<file path="src/rtl/rdma_rx_pkg.sv">
// Shared constants for the RDMA receive header filter: reject codes,
// protocol identifiers, minimum header sizes and the checksum fold helper.
package rdma_rx_pkg;

  typedef enum logic [3:0] {
    ERR_NONE  = 4'd0,
    ERR_MAC   = 4'd1,
    ERR_ETYPE = 4'd2,
    ERR_VER   = 4'd3,
    ERR_IHL   = 4'd4,
    ERR_CKSUM = 4'd5,
    ERR_PROTO = 4'd6,
    ERR_PORT  = 4'd7,
    ERR_LEN   = 4'd8,
    ERR_FRAME = 4'd9
  } err_code_e;

  localparam logic [15:0] ETHERTYPE_IPV4   = 16'h0800;
  localparam logic [7:0]  IP_PROTO_UDP     = 8'h11;
  localparam logic [3:0]  IP_VERSION_4     = 4'd4;
  localparam logic [3:0]  IP_IHL_MIN       = 4'd5;
  localparam logic [15:0] IP_HDR_LEN       = 16'd20;
  localparam logic [15:0] UDP_HDR_LEN      = 16'd8;
  localparam logic [15:0] IP_TOTAL_LEN_MIN = 16'd28;
  localparam logic [47:0] MAC_BCAST        = 48'hFFFF_FFFF_FFFF;

  // One's-complement fold of the 32-bit partial sum; a correct header sums to 0xFFFF.
  function automatic logic cksum_ok(input logic [31:0] accum);
    logic [16:0] fold1;
    logic [15:0] fin;
    fold1 = {1'b0, accum[15:0]} + {1'b0, accum[31:16]};
    fin   = fold1[15:0] + {15'd0, fold1[16]};
    return (fin == 16'hFFFF);
  endfunction

endpackage

</file>
<file path="src/rtl/rdma_sync_fifo.sv">
// Single-clock first-word-fall-through queue with occupancy output.
// Read data is forced to zero while empty so the consumer never sees stale words.
module rdma_sync_fifo
  import rdma_rx_pkg::*;
#(
  parameter int WIDTH = 8,
  parameter int DEPTH = 8,
  localparam int AW   = $clog2(DEPTH)
)(
  input  logic             clk,
  input  logic             rst,
  input  logic             push_i,
  input  logic [WIDTH-1:0] data_i,
  input  logic             pop_i,
  output logic [WIDTH-1:0] data_o,
  output logic             valid_o,
  output logic [AW:0]      level_o
);

  logic [WIDTH-1:0] mem_q [DEPTH];
  logic [AW-1:0]    wr_ptr_q;
  logic [AW-1:0]    rd_ptr_q;
  logic [AW:0]      level_q;
  logic [AW:0]      level_d;
  logic             full;
  logic             wr_en;
  logic             rd_en;

  assign full    = (level_q == (AW+1)'(DEPTH));
  assign valid_o = (level_q != '0);
  assign wr_en   = push_i && !full;
  assign rd_en   = pop_i && valid_o;
  assign data_o  = valid_o ? mem_q[rd_ptr_q] : '0;
  assign level_o = level_q;

  // Storage array: data only, never reset.
  always_ff @(posedge clk) begin
    if (wr_en) mem_q[wr_ptr_q] <= data_i;
  end

  // Occupancy next state; simultaneous push and pop leaves it unchanged.
  always_comb begin
    level_d = level_q;
    if (wr_en && !rd_en)      level_d = level_q + 1'b1;
    else if (rd_en && !wr_en) level_d = level_q - 1'b1;
  end

  // Pointer and occupancy registers.
  always_ff @(posedge clk or posedge rst) begin
    if (rst) begin
      wr_ptr_q <= '0;
      rd_ptr_q <= '0;
      level_q  <= '0;
    end else begin
      if (wr_en) wr_ptr_q <= wr_ptr_q + 1'b1;
      if (rd_en) rd_ptr_q <= rd_ptr_q + 1'b1;
      level_q <= level_d;
    end
  end

endmodule

</file>
<file path="src/rtl/rdma_rx_hdr_filter.sv">
// Receive-side header filter for RDMA over UDP/IPv4. Stage 1 captures the
// extracted header fields; stage 2 runs all checks, queues passing headers
// into the output FIFO and reports rejections with a prioritised code.
module rdma_rx_hdr_filter
  import rdma_rx_pkg::*;
#(
  parameter logic [47:0]             LOCAL_MAC    = 48'h000A35010203,
  parameter int                      NUM_PORTS    = 4,
  // Index 0 sits in the LSBs: 5005 is index 0, 5008 is index 3.
  parameter logic [NUM_PORTS*16-1:0] PORT_LIST    = {16'd5008, 16'd5007, 16'd5006, 16'd5005},
  parameter bit                      ACCEPT_BCAST = 1'b1,
  parameter bit                      CHECK_CKSUM  = 1'b1,
  parameter int                      FIFO_DEPTH   = 8,
  parameter int                      CNT_W        = 32,
  localparam int                     PIW          = (NUM_PORTS > 1) ? $clog2(NUM_PORTS) : 1,
  localparam int                     LW           = $clog2(FIFO_DEPTH) + 1
)(
  input  logic             clk,
  input  logic             rst,
  input  logic [47:0]      s_dst_mac,
  input  logic [15:0]      s_ethertype,
  input  logic [3:0]       s_ip_version,
  input  logic [3:0]       s_ip_ihl,
  input  logic [7:0]       s_ip_protocol,
  input  logic [15:0]      s_ip_total_len,
  input  logic [31:0]      s_checksum_accum,
  input  logic [31:0]      s_src_ip,
  input  logic [31:0]      s_dst_ip,
  input  logic [15:0]      s_src_port,
  input  logic [15:0]      s_dst_port,
  input  logic [15:0]      s_udp_len,
  input  logic             s_frame_err,
  input  logic             s_valid,
  output logic             s_ready,
  output logic [31:0]      m_src_ip,
  output logic [31:0]      m_dst_ip,
  output logic [15:0]      m_src_port,
  output logic [15:0]      m_dst_port,
  output logic [15:0]      m_payload_len,
  output logic [PIW-1:0]   m_port_idx,
  output logic             m_valid,
  input  logic             m_ready,
  output logic             err_valid,
  output logic [3:0]       err_code,
  output logic [CNT_W-1:0] stat_ok,
  output logic [CNT_W-1:0] stat_drop,
  input  logic             stat_clr,
  output logic [LW-1:0]    fifo_level
);

  localparam int OUT_W = 32 + 32 + 16 + 16 + 16 + PIW;

  // Saturating increment for the statistics counters.
  function automatic logic [CNT_W-1:0] sat_inc(input logic [CNT_W-1:0] v);
    return (&v) ? v : v + {{(CNT_W-1){1'b0}}, 1'b1};
  endfunction

  logic             s_fire;
  logic             vld_p1_q;
  logic [47:0]      dst_mac_p1_q;
  logic [15:0]      etype_p1_q;
  logic [3:0]       ver_p1_q;
  logic [3:0]       ihl_p1_q;
  logic [7:0]       proto_p1_q;
  logic [15:0]      tot_len_p1_q;
  logic [31:0]      accum_p1_q;
  logic [31:0]      src_ip_p1_q;
  logic [31:0]      dst_ip_p1_q;
  logic [15:0]      src_port_p1_q;
  logic [15:0]      dst_port_p1_q;
  logic [15:0]      udp_len_p1_q;
  logic             frame_err_p1_q;

  logic             mac_ok_p1;
  logic             cksum_good_p1;
  logic             len_ok_p1;
  logic             port_hit_p1;
  logic [PIW-1:0]   port_idx_p1;
  err_code_e        code_p1;
  logic             push_p1;
  logic             rej_p1;
  logic [OUT_W-1:0] out_word_p1;

  logic             err_valid_q;
  logic [3:0]       err_code_q;
  logic [CNT_W-1:0] stat_ok_q;
  logic [CNT_W-1:0] stat_ok_d;
  logic [CNT_W-1:0] stat_drop_q;
  logic [CNT_W-1:0] stat_drop_d;

  logic [OUT_W-1:0] fifo_rd_data;
  logic [LW-1:0]    fifo_level_w;

  // Admit a header only when a FIFO slot remains after the stage-1 header lands.
  assign s_ready = !rst &&
                   ((LW'(FIFO_DEPTH) - fifo_level_w) > {{(LW-1){1'b0}}, vld_p1_q});
  assign s_fire  = s_valid && s_ready;

  // ---- stage 1: capture accepted header fields ----

  // Stage-1 occupancy flag.
  always_ff @(posedge clk or posedge rst) begin
    if (rst) vld_p1_q <= 1'b0;
    else     vld_p1_q <= s_fire;
  end

  // Stage-1 header fields, loaded on every accepted transfer.
  always_ff @(posedge clk) begin
    if (s_fire) begin
      dst_mac_p1_q   <= s_dst_mac;
      etype_p1_q     <= s_ethertype;
      ver_p1_q       <= s_ip_version;
      ihl_p1_q       <= s_ip_ihl;
      proto_p1_q     <= s_ip_protocol;
      tot_len_p1_q   <= s_ip_total_len;
      accum_p1_q     <= s_checksum_accum;
      src_ip_p1_q    <= s_src_ip;
      dst_ip_p1_q    <= s_dst_ip;
      src_port_p1_q  <= s_src_port;
      dst_port_p1_q  <= s_dst_port;
      udp_len_p1_q   <= s_udp_len;
      frame_err_p1_q <= s_frame_err;
    end
  end

  // ---- stage 2: evaluate checks, enqueue or reject ----

  assign mac_ok_p1     = (dst_mac_p1_q == LOCAL_MAC) ||
                         (ACCEPT_BCAST && (dst_mac_p1_q == MAC_BCAST));
  assign cksum_good_p1 = !CHECK_CKSUM || cksum_ok(accum_p1_q);
  assign len_ok_p1     = (tot_len_p1_q >= IP_TOTAL_LEN_MIN) &&
                         (udp_len_p1_q >= UDP_HDR_LEN) &&
                         (udp_len_p1_q == tot_len_p1_q - IP_HDR_LEN);

  // Port lookup; scanning downward leaves the lowest matching index.
  always_comb begin
    port_hit_p1 = 1'b0;
    port_idx_p1 = '0;
    for (int i = NUM_PORTS - 1; i >= 0; i--) begin
      if (dst_port_p1_q == PORT_LIST[i*16 +: 16]) begin
        port_hit_p1 = 1'b1;
        port_idx_p1 = PIW'(i);
      end
    end
  end

  // Reject code, highest-priority failure wins.
  always_comb begin
    code_p1 = ERR_NONE;
    if (frame_err_p1_q)                     code_p1 = ERR_FRAME;
    else if (!mac_ok_p1)                    code_p1 = ERR_MAC;
    else if (etype_p1_q != ETHERTYPE_IPV4)  code_p1 = ERR_ETYPE;
    else if (ver_p1_q != IP_VERSION_4)      code_p1 = ERR_VER;
    else if (ihl_p1_q != IP_IHL_MIN)        code_p1 = ERR_IHL;
    else if (!cksum_good_p1)                code_p1 = ERR_CKSUM;
    else if (proto_p1_q != IP_PROTO_UDP)    code_p1 = ERR_PROTO;
    else if (!port_hit_p1)                  code_p1 = ERR_PORT;
    else if (!len_ok_p1)                    code_p1 = ERR_LEN;
  end

  assign push_p1     = vld_p1_q && (code_p1 == ERR_NONE);
  assign rej_p1      = vld_p1_q && (code_p1 != ERR_NONE);
  assign out_word_p1 = {src_ip_p1_q, dst_ip_p1_q, src_port_p1_q, dst_port_p1_q,
                        udp_len_p1_q - UDP_HDR_LEN, port_idx_p1};

  // Counter next state; a clear overrides any same-cycle event.
  always_comb begin
    stat_ok_d   = stat_ok_q;
    stat_drop_d = stat_drop_q;
    if (stat_clr) begin
      stat_ok_d   = '0;
      stat_drop_d = '0;
    end else begin
      if (push_p1) stat_ok_d   = sat_inc(stat_ok_q);
      if (rej_p1)  stat_drop_d = sat_inc(stat_drop_q);
    end
  end

  // Rejection reporting and statistics registers.
  always_ff @(posedge clk or posedge rst) begin
    if (rst) begin
      err_valid_q <= 1'b0;
      err_code_q  <= 4'd0;
      stat_ok_q   <= '0;
      stat_drop_q <= '0;
    end else begin
      err_valid_q <= rej_p1;
      if (rej_p1) err_code_q <= code_p1;
      stat_ok_q   <= stat_ok_d;
      stat_drop_q <= stat_drop_d;
    end
  end

  rdma_sync_fifo #(
    .WIDTH (OUT_W),
    .DEPTH (FIFO_DEPTH)
  ) u_fifo (
    .clk     (clk),
    .rst     (rst),
    .push_i  (push_p1),
    .data_i  (out_word_p1),
    .pop_i   (m_ready),
    .data_o  (fifo_rd_data),
    .valid_o (m_valid),
    .level_o (fifo_level_w)
  );

  assign {m_src_ip, m_dst_ip, m_src_port, m_dst_port, m_payload_len, m_port_idx} = fifo_rd_data;
  assign fifo_level = fifo_level_w;
  assign err_valid  = err_valid_q;
  assign err_code   = err_code_q;
  assign stat_ok    = stat_ok_q;
  assign stat_drop  = stat_drop_q;

endmodule

</file>
<file path="config.mk">
export PLATFORM = sky130hd
export DESIGN_NAME = rdma_rx_hdr_filter
export DESIGN_NICKNAME = d
export VERILOG_FILES = /design/src/rtl/rdma_rx_pkg.sv /design/src/rtl/rdma_sync_fifo.sv /design/src/rtl/rdma_rx_hdr_filter.sv
export SDC_FILE = /design/constraint.sdc
export NUM_CORES = 1
export LEC_CHECK = 0
export CORE_MARGIN = 2
export CORE_UTILIZATION = 57
export DETAILED_ROUTE_END_ITERATION = 10
export HOLD_SLACK_MARGIN = 0.08
export PLACE_DENSITY = 0.79
export SYNTH_ARGS = -nofsm -noshare
export SYNTH_HDL_FRONTEND = slang
export SYNTH_SLANG_ARGS = --single-unit
</file>
<file path="constraint.sdc">
create_clock -name clk -period 14.65 [get_ports clk]
set_input_delay 2.1975 -clock clk [delete_from_list [all_inputs] [get_ports clk]]
set_output_delay 2.1975 -clock clk [all_outputs]
set_load 0.03 [all_outputs]
</file>
Word level (Yosys, flattened, before mapping)
Memories as Yosys holds them, arrays and structs flattened.
Cells that the tools add are included.

word-level totals
  bits in registers = 321
  bits in writable memories = 912
  input bits = 246
  output and inout port bits = 189
  memories kept = 1

operators by class
  add/sub/neg operators = 11
  $lt $le $gt $ge = 3
  equality and inequality tests = 15
  muxes and demuxes = 28
  reductions and logical operators = 25

memories
  memory        depth  width  read ports  clocked after Yosys merged registers in  wr ports  RTL line              RTL
  u_fifo.mem_q  8      114    1           0                                        1         rdma_sync_fifo.sv:20  logic [WIDTH-1:0] mem_q [DEPTH];

operators with widths
  kind                                                      number
  2-to-1 mux 32 bit                                         6
  2-to-1 mux 114 bit                                        1
  adder 32 x 1 -> 32 bit (second input constant)            2
  equality test 16 x 13 -> 1 bit (second input constant)    4
  AND reduction 32 bit                                      2
  equality test 48 x 36 -> 1 bit (second input constant)    1
  equality test 48 bit (second input constant)              1
  2-to-1 mux 4 bit                                          11
  adder 16 x 16 -> 17 bit                                   1
  adder 16 x 1 -> 16 bit                                    1
  equality test 16 bit                                      1
  equality test 16 bit (second input constant)              1
  >= comparator 16 x 4 -> 1 bit (second input constant)     1
  >= comparator 16 x 5 -> 1 bit (second input constant)     1
  inequality test 16 x 12 -> 1 bit (second input constant)  1
  subtractor 16 x 4 -> 16 bit (second input constant)       1
  subtractor 16 x 5 -> 16 bit (second input constant)       1
  logical AND 1 bit                                         10
  2-to-1 mux 2 bit                                          4
  inequality test 4 x 3 -> 1 bit (second input constant)    2
  inequality test 8 x 5 -> 1 bit (second input constant)    1
  nonzero test 4 bit                                        2
  adder 3 x 1 -> 3 bit (second input constant)              2
  2-to-1 mux 1 bit                                          6
  11 further kinds                                          18

Depth between registers and ports, before layout
  depth after elaboration = 20
  depth in mapped cells = 28

Hierarchy
From an unflattened synthesis, not the netlist that was laid out.

unflattened totals
  cells, all modules = 2,432
  area total of the unflattened synthesis = 48,202.5 um^2

modules (own cells, without submodules)
  module              times used  cells each  area each (um^2)
  rdma_sync_fifo      1           1,396       34,594.4
  rdma_rx_hdr_filter  1           1,036       13,608.1

Worst setup path before layout
OpenSTA, ideal clock, no wires.

  kind = register -> register
  start point = reg accum_p1_q[0]
  end point = mem u_fifo.mem_q[2][0] in the netlist's numbering (enable)
  setup time = 750 ps
  data arrival time = 12,618 ps
  path slack = 1,282 ps
  stages on the path, launching flop included = 23
  path buffers = 1
  cells stage by stage = edfxtp_1 ha_1 inv_1 fa_1 nor2b_1 o31a_1 o2111ai_1 a21boi_0 o21ai_0 a21oi_1 o21ai_0 nand2b_1 ha_1 nor2b_1 xor3_1 nor3_1 a31oi_1 or4b_1 a211oi_1 and4b_1 clkbuf_1 nand2b_1 nor3b_1

between the ends
  word-level cells in the longest chain between the ends = 14

ends and longest elaborated chain
  element                                 RTL line                   RTL
  start, declared                         rdma_rx_hdr_filter.sv:66   logic [31:0] accum_p1_q;
  start signal, assigned                  rdma_rx_hdr_filter.sv:116  accum_p1_q <= s_checksum_accum;
  adder 16 x 16 -> 17 bit                 rdma_rx_pkg.sv:31          fold1 = {1'b0, accum[15:0]} + {1'b0, accum[31:16]};
  adder 16 x 1 -> 16 bit                  rdma_rx_pkg.sv:32          fin = fold1[15:0] + {15'd0, fold1[16]};
  equality test 16 bit                    rdma_rx_pkg.sv:33          return (fin == 16'hFFFF);
  2-to-1 mux 4 bit                        rdma_rx_hdr_filter.sv:155  else if (!cksum_good_p1) code_p1 = ERR_CKSUM;
  2-to-1 mux 4 bit                        rdma_rx_hdr_filter.sv:154  else if (ihl_p1_q != IP_IHL_MIN) code_p1 = ERR_IHL;
  2-to-1 mux 4 bit                        rdma_rx_hdr_filter.sv:153  else if (ver_p1_q != IP_VERSION_4) code_p1 = ERR_VER;
  2-to-1 mux 4 bit                        rdma_rx_hdr_filter.sv:152  else if (etype_p1_q != ETHERTYPE_IPV4) code_p1 = ERR_ETYPE;
  2-to-1 mux 4 bit                        rdma_rx_hdr_filter.sv:151  else if (!mac_ok_p1) code_p1 = ERR_MAC;
  2-to-1 mux 4 bit                        rdma_rx_hdr_filter.sv:150  if (frame_err_p1_q) code_p1 = ERR_FRAME;
  logical NOT 4 bit                       rdma_rx_hdr_filter.sv:161  assign push_p1 = vld_p1_q && (code_p1 == ERR_NONE);
  logical AND 1 bit                       rdma_rx_hdr_filter.sv:161
  logical AND 1 bit                       rdma_sync_fifo.sv:31       assign wr_en = push_i && !full;
  via u_fifo.wr_en                        rdma_sync_fifo.sv:26       logic wr_en;
  2-to-1 mux 1 bit                        rdma_sync_fifo.sv:38       if (wr_en) mem_q[wr_ptr_q] <= data_i;
  2-to-1 mux 1 bit (not written as such)  rdma_sync_fifo.sv:38
  end, declared                           rdma_sync_fifo.sv:20

The timed path passes the listed nets, and every way through them passes these cells.

Final worst setup path
  start point = reg accum_p1_q[0]
  end point = mem u_fifo.mem_q[4][53] in the netlist's numbering (enable)

between the ends
  word-level cells in the longest chain between the ends = 14

ends and longest elaborated chain
  element                                 RTL line
  adder 16 x 16 -> 17 bit                 rdma_rx_pkg.sv:31
  adder 16 x 1 -> 16 bit                  rdma_rx_pkg.sv:32
  equality test 16 bit                    rdma_rx_pkg.sv:33
  2-to-1 mux 4 bit                        rdma_rx_hdr_filter.sv:155
  2-to-1 mux 4 bit                        rdma_rx_hdr_filter.sv:154
  2-to-1 mux 4 bit                        rdma_rx_hdr_filter.sv:153
  2-to-1 mux 4 bit                        rdma_rx_hdr_filter.sv:152
  2-to-1 mux 4 bit                        rdma_rx_hdr_filter.sv:151
  2-to-1 mux 4 bit                        rdma_rx_hdr_filter.sv:150
  logical NOT 4 bit                       rdma_rx_hdr_filter.sv:161
  logical AND 1 bit                       rdma_rx_hdr_filter.sv:161
  logical AND 1 bit                       rdma_sync_fifo.sv:31
  2-to-1 mux 1 bit                        rdma_sync_fifo.sv:38
  2-to-1 mux 1 bit (not written as such)  rdma_sync_fifo.sv:38

Every way passes these cells.

==> reports/results.ini <==
[outcome]
status = completed

[sta]
min_period_ps = 8339
finalSetupViolCount = 0
finalHoldViolations = 0
clock.fmax_ghz = 0.1199
rsz0062_at_grt = no
skew_ps = 23.09
fin_crit_sh_pct = 56.92
slew_headroom_pct = 20.60
tightestPinTransition_ps = 1191
tns_ps = 0
drv_slew = 0

[yosys]
ys_ff_latch = 1233
synthArstFlopShare_pct = 6.488
seq_area_frac_synth_pct = 75.51
synth_edf_count = 1153
ys.warnings.count = 0
synth_top_area_share_pct = 71.38
ys_types = 70
syn_avg_cell_area_um2 = 19.18
syn_inst = 2529
synth_area_mm2 = 0.04850
synth_nets = 2807
synth_largest_area_cell = edfxtp_1
synthFlopType = edfxtp_1
synth_area_leaders = edfxtp_1 (71%), mux4_2 (11%), dfrtp_1 (4.1%)

[floorplan]
initial_core_util_pct = 57.77
core_mm2 = 0.08395
io_pins = 435
die_h_um = 295.7
dieArea_mm2 = 0.08744
rows = 106
die_w_um = 295.7

[worst_hold_path]
hp-start = err_code[3]
hold_depth = 1
hp-class = flop to flop

[clock_tree]
cts_setup_buffers = 0
cts_buffers = 119
h-tree-depth = 3
cts_max_path_buffers = 3
tritoncts = done
cts_resized = 0
clkLatencyLatePin_ps = 680
cts-root-buf = clkbuf_16
clk_pin_slew_ps = 60
clock-sinks = 1233
hold_buffers = 0

[worst_setup_path]
critical_path_class = flop to flop
rr_startpoint = accum_p1_q[0]
crit_required_ps = 14940
rr_worst_depth = 23
critPathLaunch = accum_p1_q[0]
end_kind = flop
crit_fanout = 53
worstPathArrival_ps = 8630
start_kind = flop

[grt]
grt_pass1_vias = 27090
antenna_found_initial = 15
grt_overflow = 0
grt_pass1_wl_mm = 164.4
busiest_layer = met2
met2_usage_pct = 42.03
grtUsageMet1_pct = 33.44
grt_max_degree = 127
use_met3_pct = 6.258
track_usage_pct = 25.35

[layout]
register_area_mm2 = 0.03664
syn_to_final_growth_pct = 20.04
fin_nets = 3289
multi_input_area_mm2 = 0.01141
drive_gt1_share_pct = 15.87
final_cell_mix = edfxtp_1 (1153), clkdlybuf4s50_1 (433), mux4_2 (228)
fillers = 5131
final_area_mm2 = 0.05822
layout_commonest_cell = edfxtp_1

[drt]
num_vias = 25930
antenna_left = 0
wl_mm = 109.9
drtIter0Drc = 2277
wire_per_inst_um = 25.82
drtPass1Iterations = 6
viasPerCell = 6.093
drc = 0

[place]
portBuffers = 434
dpl.hpwl_mm = 63.63
place_area_mm2 = 0.05419
gp_congestion = 0.8763

[pwr]
irDropWorstVdd_mv = 0.1906
power_mw = 10.26
power.density_mw_per_mm2 = 176.3
p_leak_nw = 19.33

[job]
drv_cap = 0

[stage by stage]
stage          worst slack, ps  std cells  utilization, %  hold slack [ps]
2_1_floorplan             1282       2529               -            480.5
3_3_place_gp              6565       4024           64.55            502.7
3_5_place_dp              6429       4024           64.55            501.6
4_1_cts                   6312       4246           69.32            521.1
5_1_grt                   5631       4251           69.34            561.2
6_report                  6311       4256           69.35            515.7
[cells in the mapped netlist (9+ instances only)]
cell type,n
mux4_2,228
inv_1,32
ha_1,30
mux2i_1,117
nor4_1,35
nand2b_1,9
nor3_1,35
clkbuf_1,66
a21oi_1,47
and3_1,15
o21ai_0,34
mux2_2,32
o31ai_1,14
nor2b_1,41
nor3b_1,10
nor2_1,184
xor2_1,22
nand4_1,27
edfxtp_1,1153
buf_1,38
xnor2_1,29
dfrtp_1,80
nand2_1,71
nand3_1,31
or4_1,23
or3_1,21
[critical path, stage by stage (launching register included)]
cell and delay, ps:
edfxtp_1 330, ha_1 180, inv_1 60, fa_1 390
nor2b_1 190, o31a_1 260, o2111ai_1 190, a21boi_0 400
o21ai_0 130, a21oi_1 180, o21ai_0 100, nand2b_1 90
ha_1 170, nor2b_1 240, xor3_1 270, nor3_1 150
a31oi_1 70, or4b_1 520, a211oi_1 790, and4b_1 510
nand2b_1 240, nor3b_2 720, buf_4 840, buf_4 840
[sequential cells by signal (all words and copies together), names as in the netlist, 8 cells and up]
name / cells
proto_p1_q: 8
src_port_p1_q: 16
src_ip_p1_q: 32
etype_p1_q: 16
stat_ok: 32
dst_mac_p1_q: 48
dst_ip_p1_q: 32
u_fifo.mem_q: 912
accum_p1_q: 32
stat_drop: 32
udp_len_p1_q: 16
tot_len_p1_q: 16
dst_port_p1_q: 16
[metal layers]
metal | wire length, um | part of all wire, %
met5 | 92 | 0.084
met4 | 3254 | 3.0
met3 | 9894 | 9.0
met2 | 54540 | 50
met1 | 42120 | 38
[report_power, final]
part / total (mW) / switching (mW) / internal, mW / leakage [nW]
registers: 4.15 / 0.157 / 4.00 / 11.6
clock network: 3.11 / 1.28 / 1.83 / 1.95
logic: 3.00 / 1.67 / 1.33 / 5.80
total: 10.3 / 3.11 / 7.16 / 19.3
[final timing paths]
kind	slack, ps	end
worst max-delay path	6310	u_fifo.mem_q[4][53]
worst min-delay path	520	err_code[3]
worst max register to register	6310	u_fifo.mem_q[4][53]
worst min register to register	520	err_code[3]
max in group asynchronous	11480	u_fifo.rd_ptr_q[0]
min in group asynchronous	2060	stat_drop[27]
[final cells by class]
cell class	instances	share of cell area, %
flip-flops and latches	1233	62.92
clock buffers	149	5.379
diodes	10	0.04298
clock inverters	73	1.498
well taps	1134	2.437
inverters	32	0.2084
repair buffers	468	7.913
multi-input cells	1157	19.60
[kinds of logic (layout without fill, tap and decap cells)]
family                     after synthesis  after routing  share of synthesized area [%]
AOI/OAI and AO/OA                      151            151                          2.010
xor gates and xnor gates                52             52                         0.9699
adders and majority gates               32             32                         0.8564
buffers and inverters                  139            722                          1.083
DFF                                   1233           1233                          75.51
muxes                                  377            377                          13.74
other                                    0             10                              0
and+or+nand+nor                        545            545                          5.825
(Power assumes the default switching activity.)
